### src/rtl/instruction_fetch_pkg.sv
// Shared types and constants for the instruction-fetch stage.
package instruction_fetch_pkg;

    localparam int unsigned XLEN = 64;
    localparam int unsigned ILEN = 32;

    localparam logic [ILEN-1:0] NOP_INSN = 32'h0000_0013;

    typedef enum logic [1:0] {
        BOOT = 2'd0,
        RUN  = 2'd1,
        HALT = 2'd2
    } if_state_e;

endpackage

### src/rtl/instruction_fetch_ifid_reg.sv
// IF/ID pipeline register: flush to a bubble, capture on load, otherwise hold.
module ifid_reg
    import instruction_fetch_pkg::*;
#(
    parameter logic [ILEN-1:0] NOP_INSN = instruction_fetch_pkg::NOP_INSN
) (
    input  logic            clk_i,
    input  logic            rst_ni,
    input  logic            load_i,
    input  logic            flush_i,
    input  logic [XLEN-1:0] pc_i,
    input  logic [ILEN-1:0] insn_i,
    output logic [XLEN-1:0] pc_o,
    output logic [ILEN-1:0] insn_o,
    output logic            valid_o
);

    logic [XLEN-1:0] pc_q, pc_d;
    logic [ILEN-1:0] insn_q, insn_d;
    logic            valid_q, valid_d;

    // Flush wins over load so a redirect under stall still kills the slot.
    always_comb begin
        pc_d    = pc_q;
        insn_d  = insn_q;
        valid_d = valid_q;
        if (flush_i) begin
            pc_d    = '0;
            insn_d  = NOP_INSN;
            valid_d = 1'b0;
        end else if (load_i) begin
            pc_d    = pc_i;
            insn_d  = insn_i;
            valid_d = 1'b1;
        end
    end

    always_ff @(posedge clk_i or negedge rst_ni) begin
        if (!rst_ni) begin
            pc_q    <= '0;
            insn_q  <= NOP_INSN;
            valid_q <= 1'b0;
        end else begin
            pc_q    <= pc_d;
            insn_q  <= insn_d;
            valid_q <= valid_d;
        end
    end

    assign pc_o    = pc_q;
    assign insn_o  = insn_q;
    assign valid_o = valid_q;

endmodule

### src/rtl/instruction_fetch.sv
// Instruction-fetch stage: PC, BOOT/RUN/HALT control and IF/ID register.
// Define IF_PERF_CNT_EN to build the delivered-instruction counter.
module instruction_fetch
    import instruction_fetch_pkg::*;
#(
    parameter logic [XLEN-1:0] RESET_PC  = 64'h0,
    parameter int unsigned     MEM_BYTES = 132,
    parameter logic [ILEN-1:0] NOP_INSN  = instruction_fetch_pkg::NOP_INSN
) (
    input  logic            clk,
    input  logic            reset,
    input  logic            Stall,
    input  logic            Branch_Taken,
    input  logic [XLEN-1:0] Branch_Target,
    input  logic [ILEN-1:0] Instruction,
    output logic [XLEN-1:0] Inst_Address,
    output logic [XLEN-1:0] IFID_PC,
    output logic [ILEN-1:0] IFID_Instruction,
    output logic            IFID_Valid,
    output logic            Misaligned,
    output logic [31:0]     Fetch_Count
);

    localparam logic [XLEN-1:0] PC_LIMIT = XLEN'(MEM_BYTES - 3);

    if_state_e       state_q;
    logic [XLEN-1:0] pc_q;
    logic            misaligned_q;

    logic [XLEN-1:0] redirect_pc;
    logic [XLEN-1:0] seq_pc;
    logic            ifid_load;
    logic            ifid_flush;

    assign redirect_pc = {Branch_Target[XLEN-1:2], 2'b00};
    assign seq_pc      = pc_q + 64'd4;

    always_comb begin
        ifid_load  = 1'b0;
        ifid_flush = 1'b0;
        unique case (state_q)
            RUN: begin
                if (Branch_Taken) ifid_flush = 1'b1;
                else if (!Stall)  ifid_load  = 1'b1;
            end
            default: ifid_flush = 1'b1;
        endcase
    end

    // On a sequential run-off the PC stays on the last in-range word.
    always_ff @(posedge clk or negedge reset) begin
        if (!reset) begin
            state_q      <= BOOT;
            pc_q         <= RESET_PC;
            misaligned_q <= 1'b0;
        end else begin
            misaligned_q <= 1'b0;
            unique case (state_q)
                BOOT: state_q <= RUN;
                RUN: begin
                    if (Branch_Taken) begin
                        pc_q         <= redirect_pc;
                        misaligned_q <= |Branch_Target[1:0];
                        if (redirect_pc >= PC_LIMIT) state_q <= HALT;
                    end else if (!Stall) begin
                        if (seq_pc >= PC_LIMIT) state_q <= HALT;
                        else                    pc_q    <= seq_pc;
                    end
                end
                HALT: begin
                    if (Branch_Taken) begin
                        misaligned_q <= |Branch_Target[1:0];
                        if (redirect_pc < PC_LIMIT) begin
                            pc_q    <= redirect_pc;
                            state_q <= RUN;
                        end
                    end
                end
                default: state_q <= BOOT;
            endcase
        end
    end

    ifid_reg #(
        .NOP_INSN(NOP_INSN)
    ) u_ifid_reg (
        .clk_i   (clk),
        .rst_ni  (reset),
        .load_i  (ifid_load),
        .flush_i (ifid_flush),
        .pc_i    (pc_q),
        .insn_i  (Instruction),
        .pc_o    (IFID_PC),
        .insn_o  (IFID_Instruction),
        .valid_o (IFID_Valid)
    );

`ifdef IF_PERF_CNT_EN
    logic [31:0] fetch_cnt_q, fetch_cnt_d;

    always_comb begin
        fetch_cnt_d = fetch_cnt_q;
        if (ifid_load && (fetch_cnt_q != '1)) fetch_cnt_d = fetch_cnt_q + 32'd1;
    end

    always_ff @(posedge clk or negedge reset) begin
        if (!reset) fetch_cnt_q <= '0;
        else        fetch_cnt_q <= fetch_cnt_d;
    end

    assign Fetch_Count = fetch_cnt_q;
`else
    assign Fetch_Count = '0;
`endif

    assign Inst_Address = pc_q;
    assign Misaligned   = misaligned_q;

endmodule

### config.mk
export PLATFORM = sky130hd
export DESIGN_NAME = instruction_fetch
export DESIGN_NICKNAME = d
export VERILOG_FILES = /design/src/rtl/instruction_fetch_pkg.sv /design/src/rtl/instruction_fetch_ifid_reg.sv /design/src/rtl/instruction_fetch.sv
export SDC_FILE = /design/constraint.sdc
export NUM_CORES = 1
export LEC_CHECK = 0
export CAP_MARGIN = 25
export CORE_ASPECT_RATIO = 1.4
export CORE_MARGIN = 5
export CORE_UTILIZATION = 50
export CTS_BUF_LIST = sky130_fd_sc_hd__clkbuf_4
export CTS_CLUSTER_SIZE = 20
export DETAILED_ROUTE_END_ITERATION = 12
export PLACE_DENSITY = 0.85
export SLEW_MARGIN = 0
export SYNTH_ARGS = -nofsm -noshare
export SYNTH_HDL_FRONTEND = slang
export SYNTH_SLANG_ARGS = --single-unit
### constraint.sdc
create_clock -name clk -period 6.2 [get_ports clk]
set_input_delay 1.24 -clock clk [delete_from_list [all_inputs] [get_ports clk]]
set_output_delay 1.24 -clock clk [all_outputs]
set_load 0.02 [all_outputs]
==> flow_summary.json, run 1 <==
{
  "slew_headroom_pct": 35.6,
  "die_h_um": 171,
  "path_class": "register to register",
  "path_cells": "nand4_1 -> nor4_1 -> nand3_1 -> a2111o_1 -> a211oi_1 -> nand4_1 -> or4_4 -> o21ai_4 -> a21boi_4 -> buf_4 -> o21ai_0",
  "path_common_cell": "nand4_1",
  "cts-resized-gates": 0,
  "hold_class": "input port to async pin",
  "netSwitchingPower_mw": 2.38,
  "slew_viol_final": 0,
  "routabilityCongestion": 0.987,
  "maxCapViolations": 0,
  "nets": 1302,
  "fin_skew_ps": 24.7,
  "overflow": 0,
  "clkSinkCount": 160,
  "p_leak_nw": 5.04,
  "viasPerCell": 6.03,
  "fillers": 1482,
  "pwr-share-clk_pct": 13.2,
  "synthMuxAreaShare_pct": 11.3,
  "cts_tree": "built",
  "synth_ff_type": "dfrtp_1",
  "grt_pass1_vias": 8695,
  "layout_setup_ws_ps": 1260,
  "synth_top_family_by_area": "simple AND/OR/NAND/NOR gates",
  "initial_core_util_pct": 50.3,
  "syn2layout_area_growth_pct": 30.9,
  "critPathTopFamily": "simple AND/OR/NAND/NOR gates",
  "wl_um": 32000,
  "wire_per_inst_um": 22.0,
  "final_layout_size_suffix_gt1_share_pct": 7.19,
  "combPwrFrac_pct": 49.0,
  "crit_path_max_fanout": 15,
  "syn_area_mm2": 0.00925,
  "route.detailed.drc": 0,
  "ff2ff_setup_slack_ps": 1260,
  "rr_worst_depth": 11,
  "grt_max_degree": 94,
  "outcome": "finished clean",
  "fmaxAchievable_mhz": 202,
  "period_minus_slack_ps": 4940,
  "synth_edf_count": 0,
  "r2r_start": "Inst_Address[6]",
  "critPathMaxStageDelay_ps": 680,
  "rows": 59,
  "ys_seq_elements": 160,
  "powerDensity_mw_per_mm2": 420,
  "layout_common_cells": "clkdlybuf4s50_1 (255), dfrtp_1 (157), nor2_1 (130)",
  "core_mm2": 0.0184,
  "preCtsSetupSlack_ps": 1410,
  "synth-simple-area-share_pct": 21.7,
  "cts.reportedPaths.clkPinSlew_ps": 160,
  "setup_viol": 0,
  "crit_slowest_cell": "nor4_1",
  "power.internal_mw": 2.70,
  "r2r_end": "Inst_Address[38]",
  "cts_root_buf": "clkbuf_4",
  "final_common_cell": "clkdlybuf4s50_1",
  "drt_iter0_drc": 834,
  "ys_warn_count": 0,
  "die_w_um": 125,
  "postSynthAreaPerCell_um2": 9.43,
  "die_area_mm2": 0.0214,
  "num_io_pins": 294,
  "rsz0062_at_grt": "false",
  "grt_usage_pct": 28.9,
  "critPathBufInv": 1,
  "synth_compound_area_share_pct": 13.9,
  "ys_types": 70,
  "peakVddDrop_mv": 0.270,
  "antenna_found_initial": 1,
  "grt_pass1_wl_um": 48800,
  "htreeDepth": 4,
  "hold_buffers": 0,
  "drtAntennaViolNets": 0,
  "worst_setup_path_start_kind": "register",
  "synth_seq_area_share_pct": 43.3,
  "period_share_pct": 79.7,
  "swShare_pct": 46.8,
  "synth-adder-area-share_pct": 0.676,
  "clock_latency_ps": 580,
  "netlist_instances": 981,
  "cts_buffers": 17,
  "synth_xor_area_share_pct": 2.08,
  "first_pass_iters": 5,
  "vias": 8779,
  "io_buffers": 257,
  "clock_path_buffers": 2,
  "worst_pin_slew_ps": 965,
  "final-hold-violation-count": 0,
  "worst_setup_path_end_kind": "register",
  "pwr-share-seq_pct": 37.9,
  "finalSetupTns_ps": 0,
  "worst_ep_required_time_ps": 6660,
  "cts_setup_buffers": 0,
  "dp_hpwl_um": 23800,
  "arrival_ps": 5400,
  "synthArstFlopShare_pct": 100
}
[cell type report]
class / instances / area [um2] / area share (%)
Multi-Input combinational cell: 729 / 4740 / 39.1
Sequential cell: 160 / 4010 / 33.1
Timing Repair Buffer: 271 / 2690 / 22.2
Tap cell: 244 / 305 / 2.52
Clock inverter: 15 / 171 / 1.41
Clock buffer: 17 / 128 / 1.05
Inverter: 18 / 67.6 / 0.558
Antenna cell: 1 / 2.50 / 0.0207
[per-stage QoR]
| stage | hold WS (ps) | instances | util, % | area [um2] | total power, mW |
|---|---|---|---|---|---|
| 2_1_floorplan | 465 | 1016 | - | 9390 | 3.30 |
| 3_3_place_gp | 490 | 1421 | 64.2 | 11800 | 4.33 |
| 3_5_place_dp | 492 | 1421 | 64.2 | 11800 | 4.39 |
| 4_1_cts | 452 | 1453 | 65.8 | 12100 | 5.07 |
| 5_1_grt | 453 | 1455 | 65.9 | 12100 | 5.35 |
| 6_report | 491 | 1455 | 65.9 | 12100 | 5.08 |
[worst register-to-register path: cells and delay by family, from the launching register on]
family / cells / cell delay (ps)
simple gates: 5 / 2170
compound gates: 5 / 1660
flops: 1 / 620
buf+inv: 1 / 370
[worst max-delay path by stage]
stage | start | to | slack (ps) | depth (start not counted)
floorplan | Inst_Address[19] | Inst_Address[59] | 2250 | 12
global placement | Branch_Target[18] | Inst_Address[38] | 1450 | 12
detailed placement | Branch_Target[4] | Inst_Address[38] | 1410 | 11
CTS | Inst_Address[6] | Inst_Address[57] | 1390 | 11
global route | Inst_Address[2] | Inst_Address[38] | 990 | 12
finish | Inst_Address[6] | Inst_Address[38] | 1260 | 11
[power by group through the flow]
stage / sequential [mW] / combinational, mW / clock (mW)
6_report: 1.93 / 2.49 / 0.669
5_1_grt: 1.97 / 2.65 / 0.729
4_1_cts: 1.90 / 2.48 / 0.690
3_5_place_dp: 1.92 / 2.46 / 0
3_3_place_gp: 1.91 / 2.42 / 0
2_1_floorplan: 1.95 / 1.35 / 0
[state kept, by name, summed over array words and instances, names as in the netlist]
name,count
Inst_Address,62
u_ifid_reg.pc_o,62
u_ifid_reg.insn_o,32
state_q,2
Misaligned,1
u_ifid_reg.valid_o,1
[logic make-up after synthesis]
| logic type | Yosys count |
|---|---|
| flops | 160 |
| simple gates | 399 |
| fa+ha+maj | 5 |
| other cells | 1 |
| mux | 104 |
| compound gates | 163 |
| xor+xnor | 22 |
| buf+inv | 127 |
[cell usage after synthesis, types with 4 or more instances]
cell type / count / area share [%]
o22ai_1: 5 / 0.34
buf_2: 7 / 0.38
clkbuf_1: 53 / 2.1
dfrtp_1: 157 / 42
and2_1: 8 / 0.54
buf_4: 38 / 3.1
nor2_1: 131 / 5.3
xor2_1: 8 / 0.76
buf_1: 7 / 0.28
a2bb2oi_1: 4 / 0.38
nor4_1: 36 / 2.4
xnor2_1: 14 / 1.3
a2bb2oi_2: 18 / 2.9
or4_1: 13 / 1.1
mux2_2: 6 / 0.73
a311oi_1: 4 / 0.38
a31oi_1: 5 / 0.34
inv_1: 18 / 0.73
nor3_1: 22 / 1.2
o21ai_0: 41 / 2.2
a21oi_1: 16 / 0.87
and3_1: 15 / 1.0
nand4_1: 40 / 2.7
ha_1: 5 / 0.68
mux2i_1: 98 / 11
nand3_1: 38 / 2.1
a211oi_1: 13 / 1.1
or3_1: 5 / 0.34
and4_1: 6 / 0.57
nand2b_1: 4 / 0.27
a22o_1: 17 / 1.6
o31ai_1: 5 / 0.41
nand2_1: 65 / 2.6
[per-layer routing]
layer / global-route usage [%] / vias up / routed length [um]
met5: 0 / - / 0
met4: 15.5 / 0 / 1840
met3: 6.06 / 127 / 2300
met2: 50.1 / 481 / 16100
met1: 33.9 / 4201 / 11700
li1: - / 3970 / -
No activity file was read; power rests on OpenSTA's default activity.
==> run 2, diff against run 1 <==
--- a/config.mk
+++ b/config.mk
@@ -8,11 +8,11 @@
 export CAP_MARGIN = 25
 export CORE_ASPECT_RATIO = 1.4
 export CORE_MARGIN = 5
-export CORE_UTILIZATION = 50
+export CORE_UTILIZATION = 44
 export CTS_BUF_LIST = sky130_fd_sc_hd__clkbuf_4
 export CTS_CLUSTER_SIZE = 20
 export DETAILED_ROUTE_END_ITERATION = 12
-export PLACE_DENSITY = 0.85
+export PLACE_DENSITY = 0.8
 export SLEW_MARGIN = 0
 export SYNTH_ARGS = -nofsm -noshare
 export SYNTH_HDL_FRONTEND = slang
==> constraint.sdc (replaced) <==
create_clock -name clk -period 4.35 [get_ports clk]
set_input_delay 0.87 -clock clk [delete_from_list [all_inputs] [get_ports clk]]
set_output_delay 0.87 -clock clk [all_outputs]
set_load 0.02 [all_outputs]
==> run 2 against run 1 <==
Compared with the run above: first-iteration DRC count rose by 15%; clock skew is 2.9 ps higher; core utilization down 4.7 points; critical path type unchanged; wire length increased by 5.7%; via count grew 1.5%; maximum frequency increased by 22%; largest cell class unchanged; count of clock-buffer cells in the layout grew 3; die area rose by 13%; combinational power up 71%.
==> flow_summary.json, run 2 (same netlist as run 1, synthesis figures left out) <==
{
  "slew_headroom_pct": 42.7,
  "startpoint": "Inst_Address[3]",
  "fmaxAchievable_mhz": 248,
  "rr_worst_depth": 12,
  "layout_setup_ws_ps": 314,
  "core_mm2": 0.0206,
  "crit_slowest_cell": "or4_4",
  "htreeDepth": 4,
  "antenna_found_initial": 1,
  "period_minus_slack_ps": 4040,
  "critPathMaxStageDelay_ps": 670,
  "layout_common_cells": "clkdlybuf4s50_1 (255), dfrtp_1 (157), nor2_1 (129)",
  "maxCapViolations": 0,
  "viasPerCell": 5.86,
  "clock_path_buffers": 2,
  "grt_usage_pct": 27.6,
  "grt_pass1_vias": 9106,
  "worst_ep_required_time_ps": 4880,
  "fin_skew_ps": 27.6,
  "finalSetupTns_ps": 0,
  "path_class": "register to register",
  "hold_buffers": 0,
  "grt_max_degree": 103,
  "fillers": 1762,
  "peakVddDrop_mv": 0.354,
  "worst_pin_slew_ps": 852,
  "worst_setup_path_end_kind": "register",
  "slew_viol_final": 0,
  "cts.reportedPaths.clkPinSlew_ps": 130,
  "r2r_start": "Inst_Address[3]",
  "p_leak_nw": 5.32,
  "dp_hpwl_um": 25700,
  "crit_path_max_fanout": 19,
  "die_w_um": 133,
  "overflow": 0,
  "drt_iter0_drc": 958,
  "ff2ff_setup_slack_ps": 310,
  "post-route-util_pct": 61.2,
  "critPathTopFamily": "simple AND/OR/NAND/NOR gates",
  "num_io_pins": 294,
  "drtAntennaViolNets": 0,
  "nets": 1356,
  "cts-resized-gates": 0,
  "routabilityCongestion": 0.978,
  "path_cells": "ha_2 -> and2_1 -> nand2_1 -> or4_4 -> a221oi_1 -> and4_1 -> nand4_1 -> or4_4 -> o21ai_4 -> a21boi_4 -> buf_12 -> a2bb2oi_2",
  "die_area_mm2": 0.0241,
  "final_cells": 1520,
  "route.detailed.drc": 0,
  "cts_setup_buffers": 0,
  "setup_viol": 0,
  "rsz0062_at_grt": "false",
  "final_cell_area_mm2": 0.0126,
  "dp.cells": 1487,
  "cts_root_buf": "clkbuf_4",
  "first_pass_iters": 5,
  "wl_um": 33800,
  "vias": 8907,
  "critPathBufInv": 1,
  "placed_cell_area_mm2": 0.0123,
  "cts_buffers": 17,
  "r2r_end": "Inst_Address[61]",
  "worst_setup_path_start_kind": "register",
  "io_buffers": 257,
  "initial_core_util_pct": 44.8,
  "period_share_pct": 92.8,
  "path_common_cell": "or4_4",
  "final_common_cell": "clkdlybuf4s50_1",
  "syn2layout_area_growth_pct": 36.5,
  "hold_slack_ps": 220,
  "hold_class": "input port to async pin",
  "final_layout_size_suffix_gt1_share_pct": 11.3,
  "power_mw": 7.67,
  "wire_per_inst_um": 22.2,
  "clock_latency_ps": 600,
  "rows": 62,
  "final-hold-violation-count": 0,
  "grt_pass1_wl_um": 52200,
  "die_h_um": 182,
  "preCtsSetupSlack_ps": 52.5,
  "outcome": "finished clean",
  "powerDensity_mw_per_mm2": 607,
  "clkSinkCount": 160,
  "cts_tree": "built",
  "arrival_ps": 4560
}
## run 2: worst max path at each step
stage	end	slack [ps]	cells after the start
final	Inst_Address[61]	310	12
after global routing	Inst_Address[20]	60	13
after CTS	Inst_Address[52]	200	11
after detailed placement	Inst_Address[52]	50	12
after global placement	Inst_Address[20]	4	13
after floorplan	Inst_Address[59]	400	12
## run 2: cell type report
cell class,instances,area (um2),area share (%)
Antenna cell,1,2.50,0.0198
Clock buffer,20,150,1.19
Clock inverter,11,165,1.31
Inverter,18,67.6,0.535
Multi-Input combinational cell,729,4750,37.6
Sequential cell,160,4010,31.7
Tap cell,256,320,2.54
Timing Repair Buffer,325,3170,25.1
## run 2: power by group
part | switching, mW | total (mW) | internal (mW)
combinational | 2.40 | 4.27 | 1.88
sequential | 0.489 | 2.38 | 1.89
clock | 0.546 | 1.01 | 0.468
## run 2: layer usage
| metal | routed length (um) | vias up | global-route usage, % |
|---|---|---|---|
| met3 | 2080 | 89 | 5.15 |
| met1 | 12800 | 4320 | 32.1 |
| li1 | - | 4065 | - |
| met2 | 17500 | 433 | 48.9 |
| met5 | 0 | - | 0 |
| met4 | 1430 | 0 | 13.2 |
